--- config.mk ---
export PLATFORM = sky130hd
export DESIGN_NAME = cpu_axi_bridge
export DESIGN_NICKNAME = d
export VERILOG_FILES = /design/src/rtl/cpu_axi_bridge.sv
export SDC_FILE = /design/constraint.sdc
export NUM_CORES = 1
export LEC_CHECK = 0
export ABC_AREA = 1
export CORE_ASPECT_RATIO = 0.7
export CORE_UTILIZATION = 35
export CTS_BUF_LIST = sky130_fd_sc_hd__clkbuf_8
export DETAILED_ROUTE_END_ITERATION = 12
export PLACE_DENSITY = 0.72
export SYNTH_ARGS = -nofsm -noshare
export SYNTH_HDL_FRONTEND = slang
export SYNTH_SLANG_ARGS = --single-unit
--- constraint.sdc ---
create_clock -name clk -period 2.3 [get_ports clk]
set_input_delay 0.575 -clock clk [delete_from_list [all_inputs] [get_ports clk]]
set_output_delay 0.575 -clock clk [all_outputs]
set_load 0.02 [all_outputs]
--- src/rtl/cpu_axi_bridge.sv ---
// cpu_axi_bridge: CPU inst/data SRAM-like ports onto one AXI3 master.
// Optional BRIDGE_EARLY_WRESP_EN: write data_ok after AW+W, B tracked separately.
module cpu_axi_bridge #(
  parameter logic [3:0] INST_ID = 4'd0,
  parameter logic [3:0] DATA_ID = 4'd1
) (
  input  logic        clk,
  input  logic        resetn,
  input  logic        inst_sram_req,
  input  logic        inst_sram_wr,
  input  logic [1:0]  inst_sram_size,
  input  logic [3:0]  inst_sram_wstrb,
  input  logic [31:0] inst_sram_addr,
  input  logic [31:0] inst_sram_wdata,
  output logic        inst_sram_addr_ok,
  output logic        inst_sram_data_ok,
  output logic [31:0] inst_sram_rdata,
  input  logic        data_sram_req,
  input  logic        data_sram_wr,
  input  logic [1:0]  data_sram_size,
  input  logic [3:0]  data_sram_wstrb,
  input  logic [31:0] data_sram_addr,
  input  logic [31:0] data_sram_wdata,
  output logic        data_sram_addr_ok,
  output logic        data_sram_data_ok,
  output logic [31:0] data_sram_rdata,
  output logic [3:0]  arid,
  output logic [31:0] araddr,
  output logic [2:0]  arsize,
  output logic        arvalid,
  input  logic        arready,
  input  logic [3:0]  rid,
  input  logic [31:0] rdata,
  input  logic [1:0]  rresp,
  input  logic        rlast,
  input  logic        rvalid,
  output logic        rready,
  output logic [3:0]  awid,
  output logic [31:0] awaddr,
  output logic [2:0]  awsize,
  output logic        awvalid,
  input  logic        awready,
  output logic [3:0]  wid,
  output logic [31:0] wdata,
  output logic [3:0]  wstrb,
  output logic        wlast,
  output logic        wvalid,
  input  logic        wready,
  input  logic [3:0]  bid,
  input  logic [1:0]  bresp,
  input  logic        bvalid,
  output logic        bready
);

  localparam logic [1:0] R_IDLE = 2'd0;
  localparam logic [1:0] R_AR   = 2'd1;
  localparam logic [1:0] R_WAIT = 2'd2;
  localparam logic [1:0] W_IDLE = 2'd0;
  localparam logic [1:0] W_SEND = 2'd1;
  localparam logic [1:0] W_RESP = 2'd2;

  logic        live;
  logic [1:0]  i_rs, d_rs, ws;
  logic [31:0] i_addr, d_addr, d_wdata;
  logic [1:0]  i_size, d_size;
  logic [3:0]  d_wstrb;
  logic        i_ok, d_rok, d_wok;
  logic        aw_done, w_done;
  logic        ar_hold, ar_own, ar_sel;
  logic        i_acc, d_acc, i_haz, d_haz;
  logic        ar_hs, aw_hs, w_hs, w_fin, wr_done;
  logic        i_rhs, d_rhs;
  logic [1:0]  w_next;
  logic        unused_in;

  assign unused_in = ^{inst_sram_wr, inst_sram_wstrb, inst_sram_wdata,
                       rresp, rlast, bid, bresp};

  assign w_fin = ws == W_SEND && (aw_done || aw_hs) && (w_done || w_hs);

`ifdef BRIDGE_EARLY_WRESP_EN
  logic        wr_pending;
  logic [29:0] pend_addr;

  always_ff @(posedge clk or negedge resetn) begin
    if (!resetn) begin
      wr_pending <= 1'b0;
      pend_addr  <= '0;
    end else if (w_fin) begin
      wr_pending <= 1'b1;
      pend_addr  <= d_addr[31:2];
    end else if (bvalid) begin
      wr_pending <= 1'b0;
    end
  end

  // only a read to the word still awaiting B must wait
  assign i_haz   = ws != W_IDLE ||
                   (wr_pending && inst_sram_addr[31:2] == pend_addr);
  assign d_haz   = ws != W_IDLE ||
                   (wr_pending && (data_sram_wr ||
                    data_sram_addr[31:2] == pend_addr));
  assign wr_done = w_fin;
  assign w_next  = W_IDLE;
`else
  assign i_haz   = ws != W_IDLE;
  assign d_haz   = ws != W_IDLE;
  assign wr_done = ws == W_RESP && bvalid;
  assign w_next  = W_RESP;
`endif

  assign i_acc = live && inst_sram_req && i_rs == R_IDLE && !i_haz;
  assign d_acc = live && data_sram_req && d_rs == R_IDLE && !d_haz;
  assign inst_sram_addr_ok = i_acc;
  assign data_sram_addr_ok = d_acc;
  assign inst_sram_data_ok = i_ok;
  assign data_sram_data_ok = d_rok || d_wok;

  // an AR already presented keeps its owner until accepted
  assign ar_sel  = ar_hold ? ar_own : (d_rs == R_AR);
  assign arvalid = i_rs == R_AR || d_rs == R_AR;
  assign arid    = ar_sel ? DATA_ID : INST_ID;
  assign araddr  = ar_sel ? d_addr : i_addr;
  assign arsize  = {1'b0, ar_sel ? d_size : i_size};
  assign ar_hs   = arvalid && arready;
  assign i_rhs   = rvalid && rid == INST_ID && i_rs == R_WAIT;
  assign d_rhs   = rvalid && rid == DATA_ID && d_rs == R_WAIT;

  assign awid    = DATA_ID;
  assign wid     = DATA_ID;
  assign awaddr  = d_addr;
  assign awsize  = {1'b0, d_size};
  assign wdata   = d_wdata;
  assign wstrb   = d_wstrb;
  assign wlast   = 1'b1;
  assign awvalid = ws == W_SEND && !aw_done;
  assign wvalid  = ws == W_SEND && !w_done;
  assign aw_hs   = awvalid && awready;
  assign w_hs    = wvalid && wready;
  assign rready  = live;
  assign bready  = live;

  always_ff @(posedge clk or negedge resetn) begin
    if (!resetn) begin
      live    <= 1'b0;
      i_addr  <= '0;
      i_size  <= '0;
      d_addr  <= '0;
      d_size  <= '0;
      d_wdata <= '0;
      d_wstrb <= '0;
      ar_hold <= 1'b0;
      ar_own  <= 1'b0;
    end else begin
      live    <= 1'b1;
      ar_hold <= arvalid && !arready;
      ar_own  <= ar_sel;
      if (i_acc) begin
        i_addr <= inst_sram_addr;
        i_size <= inst_sram_size;
      end
      if (d_acc) begin
        d_addr  <= data_sram_addr;
        d_size  <= data_sram_size;
        d_wdata <= data_sram_wdata;
        d_wstrb <= data_sram_wstrb;
      end
    end
  end

  always_ff @(posedge clk or negedge resetn) begin
    if (!resetn) begin
      i_rs            <= R_IDLE;
      d_rs            <= R_IDLE;
      i_ok            <= 1'b0;
      d_rok           <= 1'b0;
      inst_sram_rdata <= '0;
      data_sram_rdata <= '0;
    end else begin
      i_ok  <= i_rhs;
      d_rok <= d_rhs;
      if (i_rhs) inst_sram_rdata <= rdata;
      if (d_rhs) data_sram_rdata <= rdata;
      case (i_rs)
        R_IDLE:  if (i_acc) i_rs <= R_AR;
        R_AR:    if (ar_hs && !ar_sel) i_rs <= R_WAIT;
        R_WAIT:  if (i_rhs) i_rs <= R_IDLE;
        default: i_rs <= R_IDLE;
      endcase
      case (d_rs)
        R_IDLE:  if (d_acc && !data_sram_wr) d_rs <= R_AR;
        R_AR:    if (ar_hs && ar_sel) d_rs <= R_WAIT;
        R_WAIT:  if (d_rhs) d_rs <= R_IDLE;
        default: d_rs <= R_IDLE;
      endcase
    end
  end

  always_ff @(posedge clk or negedge resetn) begin
    if (!resetn) begin
      ws      <= W_IDLE;
      aw_done <= 1'b0;
      w_done  <= 1'b0;
      d_wok   <= 1'b0;
    end else begin
      d_wok <= wr_done;
      case (ws)
        W_IDLE: if (d_acc && data_sram_wr) begin
          ws      <= W_SEND;
          aw_done <= 1'b0;
          w_done  <= 1'b0;
        end
        W_SEND: begin
          aw_done <= aw_done || aw_hs;
          w_done  <= w_done || w_hs;
          if (w_fin) ws <= w_next;
        end
        W_RESP:  if (bvalid) ws <= W_IDLE;
        default: ws <= W_IDLE;
      endcase
    end
  end

endmodule

After elaboration in Yosys (flattened, before gate mapping)
Cells that the tools add are included.
{"block": "op_classes", "mul": 0, "n_eq_ne": 16, "bitwise_logic": 0, "add_sub_neg": 0, "div": 0, "n_lt_le_gt_ge": 0, "n_reduce_logical": 43, "n_mux": 19, "n_shift": 0}
{"op": "32-bit two-way mux", "n": 1}
{"op": "1-bit logical AND", "n": 23}
{"op": "2-bit two-way mux", "n": 10}
{"op": "2-bit case mux with 3 select lines", "n": 3}
{"op": "2-bit != test, second input constant", "n": 6}
{"op": "3-bit AND reduction", "n": 3}
{"op": "2-bit by 1-bit == test with 1-bit output, second input constant", "n": 3}
{"op": "2-bit == test, second input constant", "n": 3}
{"op": "1-bit zero test", "n": 6}
{"op": "2-bit zero test", "n": 3}
{"op": "2-bit by 1-bit != test with 1-bit output, second input constant", "n": 3}
{"op": "4-bit by 1-bit == test with 1-bit output, second input constant", "n": 1}
{"op": "4-bit zero test", "n": 1}
{"op": "1-bit logical OR", "n": 4}
{"op": "1-bit case mux with 2 select lines", "n": 2}
{"op": "2-bit nonzero test", "n": 2}
{"op": "1-bit two-way mux", "n": 3}
{"op": "2-bit AND reduction", "n": 1}
{"block": "totals", "latch_bits": 0, "mem_count": 0, "ramBits": 0, "mem_bits_ro": 0, "register_bits": 182}

Longest topological paths before layout
{"block": "logic_depth", "depth_word": 8, "depth_mapped": 8, "depth_no_buf": 7}

Worst setup path after synthesis
OpenSTA, ideal clock, no wires.
{"block": "synth_path", "path_type": "input port to output port", "from": "in inst_sram_req", "to": "out inst_sram_addr_ok", "setup_slack_ns": 0.468, "arrival_time_ns": 1.257, "stages": 4, "path_cell_list": "nand2_1 > nand3b_2 > inv_2 > buf_2"}
{"block": "synth_via", "elab_chain_len": 3}
{"element": "start: declaration", "line": "9", "source": "input logic inst_sram_req,"}
{"element": "1-bit logical AND (3 in series)", "line": "112", "source": "assign i_acc = live && inst_sram_req && i_rs == R_IDLE && !i_haz;"}
{"element": "end: declaration", "line": "15", "source": "output logic inst_sram_addr_ok,"}
No other way between the ends.

Worst setup path in the final report
{"block": "layout_path", "from": "reg d_rs[0]", "to": "out arsize[0]"}
{"block": "layout_via", "elab_chain_len": 3}
{"element": "start: declaration", "line": "63", "source": "logic [1:0] i_rs, d_rs, ws;"}
{"element": "start signal: assignment", "line": "174", "source": "d_rs <= R_IDLE;"}
{"element": "start signal: assignment", "line": "191", "source": "R_IDLE: if (d_acc && !data_sram_wr) d_rs <= R_AR;"}
{"element": "start signal: assignment", "line": "192", "source": "R_AR: if (ar_hs && ar_sel) d_rs <= R_WAIT;"}
{"element": "2-bit by 1-bit == test with 1-bit output", "line": "120", "source": "assign ar_sel = ar_hold ? ar_own : (d_rs == R_AR);"}
{"element": "1-bit two-way mux", "line": "120"}
{"element": "2-bit two-way mux", "line": "124", "source": "assign arsize = {1'b0, ar_sel ? d_size : i_size};"}
{"element": "end: declaration", "line": "29", "source": "output logic [2:0] arsize,"}
No other way between the ends.

==> metrics.json <==
{
  "worst_setup_path": {
    "start_kind": "register",
    "cp-end-kind": "output pin",
    "critical_path_required_ns": 1.73,
    "timing_worst_setup_path_type": "register to output pin",
    "reg2reg_depth": 8,
    "reg2reg_slack_ns": 0.36,
    "reg2reg_to": "awaddr[12]",
    "timing_startpoint_of_the_critical_path": "d_rs[0]",
    "worstPathMaxFanout": 5,
    "timing.critical_path.arrival_ns": 1.75,
    "r2r-start": "d_rs[0]"
  },
  "sta": {
    "setup-violations-final": 7,
    "fin_crit_sh_pct": 101,
    "finalHoldViolations": 0,
    "finalCriticalPeriod_ns": 2.33,
    "timing.final.ws_setup_ns": -0.0290,
    "finalClockSkew_ns": 0.0214,
    "rsz_0062_raised_after_global_routing": "yes",
    "timing.max_slew.rel_slack_pct": 44.8,
    "timing_max_transition_violations_final": 0,
    "achievable-frequency_ghz": 0.429,
    "fin_setup_tns_ns": -0.0798,
    "worst_hold_slack_ns": 0.0683,
    "max_slew.worst_pin.slew_ns": 0.828
  },
  "pwr": {
    "finalPower_mw": 16.5,
    "total_leakage_power_nw": 6.22,
    "power_density_nw_per_um2": 1370,
    "ir_drop_v": 0.000874
  },
  "run_status": {
    "failed_checks": "setup timing",
    "status": "finished, violations left"
  },
  "route": {
    "total_wirelength_um": 25200,
    "firstDrtPassIters": 5,
    "detail_route.iter0.violations": 393,
    "number_of_nets_with_antenna_violations_after_routing": 0,
    "via_per_inst": 4.58,
    "route.detailed.drc": 0,
    "drt-wirelength-per-cell_um": 16.1,
    "num_vias": 7184
  },
  "global_route": {
    "grt_remaining_overflow": 0,
    "grt_first_pass_wirelength_um": 39400,
    "gr-usage-all-layers_pct": 22.8,
    "first_global_vias": 7207,
    "grt_start_max_net_pins": 74,
    "initial_antenna_violation_count": 0
  },
  "synthesis": {
    "mapped_cells": 935,
    "syn-cell-area_um2": 7640,
    "synthesis.area_per_instance_um2": 8.17,
    "yosysWarningCount": 0,
    "synth_seq_area_share_pct": 59.6,
    "postSynth.asyncResetShare_pct": 100,
    "synth_top_flop_cell": "sky130_fd_sc_hd__dfrtp_1",
    "post_synth_num_cell_types": 21,
    "count_of_state_elements_after_synthesis": 182,
    "post_synth_edffs": 0
  },
  "cts": {
    "postCtsHoldBufs": 0,
    "clk_path_buf_depth": 2,
    "tritoncts": "yes",
    "clk_pin_slew_ns": 0.11,
    "clk_root_buffer_cell": "sky130_fd_sc_hd__clkbuf_8",
    "cts_num_sinks": 182,
    "clk_latency_ns": 0.46,
    "cts_max_level": 4,
    "cts_made_buffers": 17
  },
  "layout": {
    "antenna-diode-count": 0,
    "most-common-layout-cells": "552 x sky130_fd_sc_hd__nand2_1, 285 x sky130_fd_sc_hd__clkdlybuf4s50_1, 182 x sky130_fd_sc_hd__dfrtp_1",
    "mostFrequentLayoutCell": "sky130_fd_sc_hd__nand2_1",
    "final_core_utilization_pct": 57.0,
    "areaGrowthSynthToFinish_pct": 57.4,
    "final_layout_size_suffix_gt1_share_pct": 11.5,
    "final_net_count": 1476,
    "post-route-cell-area_um2": 12000
  },
  "floorplanning": {
    "core_area_um2": 21100,
    "initial_standard_cell_utilization_of_the_core_pct": 36.2,
    "top_level_ports": 388,
    "floorplan.die.width_um": 179,
    "placement_rows": 44,
    "die_height_um": 126,
    "dieArea_um2": 22400
  },
  "place": {
    "port_buffers": 327,
    "gpl.final_weighted_congestion": 0.844,
    "dpl_cell_area_um2": 11300,
    "place.detailed.hpwl_um": 16800
  },
  "flow_run": {
    "max-cap-violations": 0
  },
  "min_path": {
    "hold_path_class": "input port to asynchronous set/reset pin"
  }
}
what timing repair did:
action / CTS / global route
pin swaps: 3 / 9
setup endpoints to repair: 40 / 41
cloned: 4 / 2
endpoints found under the hold margin: 0 / 0
buffers inserted: 9 / 5
gates resized for setup: 200 / 40
Yosys cell counts, types with 3 or more instances:
| cell type | n | area share, % |
|---|---|---|
| sky130_fd_sc_hd__inv_1 | 19 | 0.93 |
| sky130_fd_sc_hd__buf_2 | 25 | 1.6 |
| sky130_fd_sc_hd__buf_4 | 24 | 2.4 |
| sky130_fd_sc_hd__clkbuf_1 | 12 | 0.59 |
| sky130_fd_sc_hd__nand3_1 | 70 | 4.6 |
| sky130_fd_sc_hd__inv_2 | 5 | 0.25 |
| sky130_fd_sc_hd__nor2_1 | 11 | 0.54 |
| sky130_fd_sc_hd__dfrtp_1 | 182 | 60 |
| sky130_fd_sc_hd__o21ai_1 | 3 | 0.20 |
| sky130_fd_sc_hd__nand2_1 | 566 | 28 |
area by class of cell:
class / instances / area, um2
Clock buffer: 17 / 234
Fill cell: 1901 / 9060
Tap cell: 276 / 345
Clock inverter: 14 / 175
Sequential cell: 182 / 4550
Multi-Input combinational cell: 681 / 2770
Timing Repair Buffer: 374 / 3850
Inverter: 24 / 90.1
through the flow:
stage          setup WS, ns  std cells
2_1_floorplan         0.468        948
3_3_place_gp         -0.268       1518
3_5_place_dp         -0.270       1518
4_1_cts              -0.143       1562
5_1_grt              -0.152       1568
6_report            -0.0290       1568
power by group:
| part | switching [mW] | internal (mW) |
|---|---|---|
| logic | 4.86 | 4.10 |
| registers | 0.809 | 4.44 |
| clock network | 1.22 | 1.08 |
layer usage:
metal | wire length [um] | part of all wire [%] | global-route usage [%]
met3 | 2200 | 8.7 | 7.04
met1 | 11000 | 44 | 29.8
met4 | 327 | 1.3 | 6.08
met2 | 11700 | 46 | 36.4
met5 | 0 | 0 | 0
cell families after synthesis:
logic type	Yosys count	share of synthesized area (%)
compound gates	7	0.458
other cells	2	0.0983
simple gates	659	34.1
buf+inv	85	5.76
flops	182	59.6
registers in the layout (all words and copies together), names as in the netlist, 2 cells and up:
signal / cells
awaddr: 32
data_sram_rdata: 32
i_addr: 32
inst_sram_rdata: 32
wdata: 32
wstrb: 4
d_rs: 2
d_size: 2
i_rs: 2
i_size: 2
ws: 2
worst max-delay path: stages (launching register included):
cell and delay [ns]:
sky130_fd_sc_hd__dfrtp_1 0.40, sky130_fd_sc_hd__inv_2 0.07, sky130_fd_sc_hd__nor2_4 0.04, sky130_fd_sc_hd__nand2_2 0.08, sky130_fd_sc_hd__nand2_4 0.09, sky130_fd_sc_hd__buf_12 0.15
sky130_fd_sc_hd__buf_16 0.14, sky130_fd_sc_hd__buf_8 0.12, sky130_fd_sc_hd__nand2_4 0.05, sky130_fd_sc_hd__nand2_2 0.05, sky130_fd_sc_hd__buf_6 0.13
how the worst max path moves through the flow:
| stage | endpoint | slack, ns |
|---|---|---|
| after global placement | inst_sram_addr_ok | -0.27 |
| after global routing | arsize[0] | -0.15 |
| after detailed placement | inst_sram_addr_ok | -0.27 |
| final | arsize[0] | -0.03 |
| after floorplan | inst_sram_addr_ok | 0.47 |
| after CTS | arsize[0] | -0.14 |
Power figures use the tool's default switching activity.
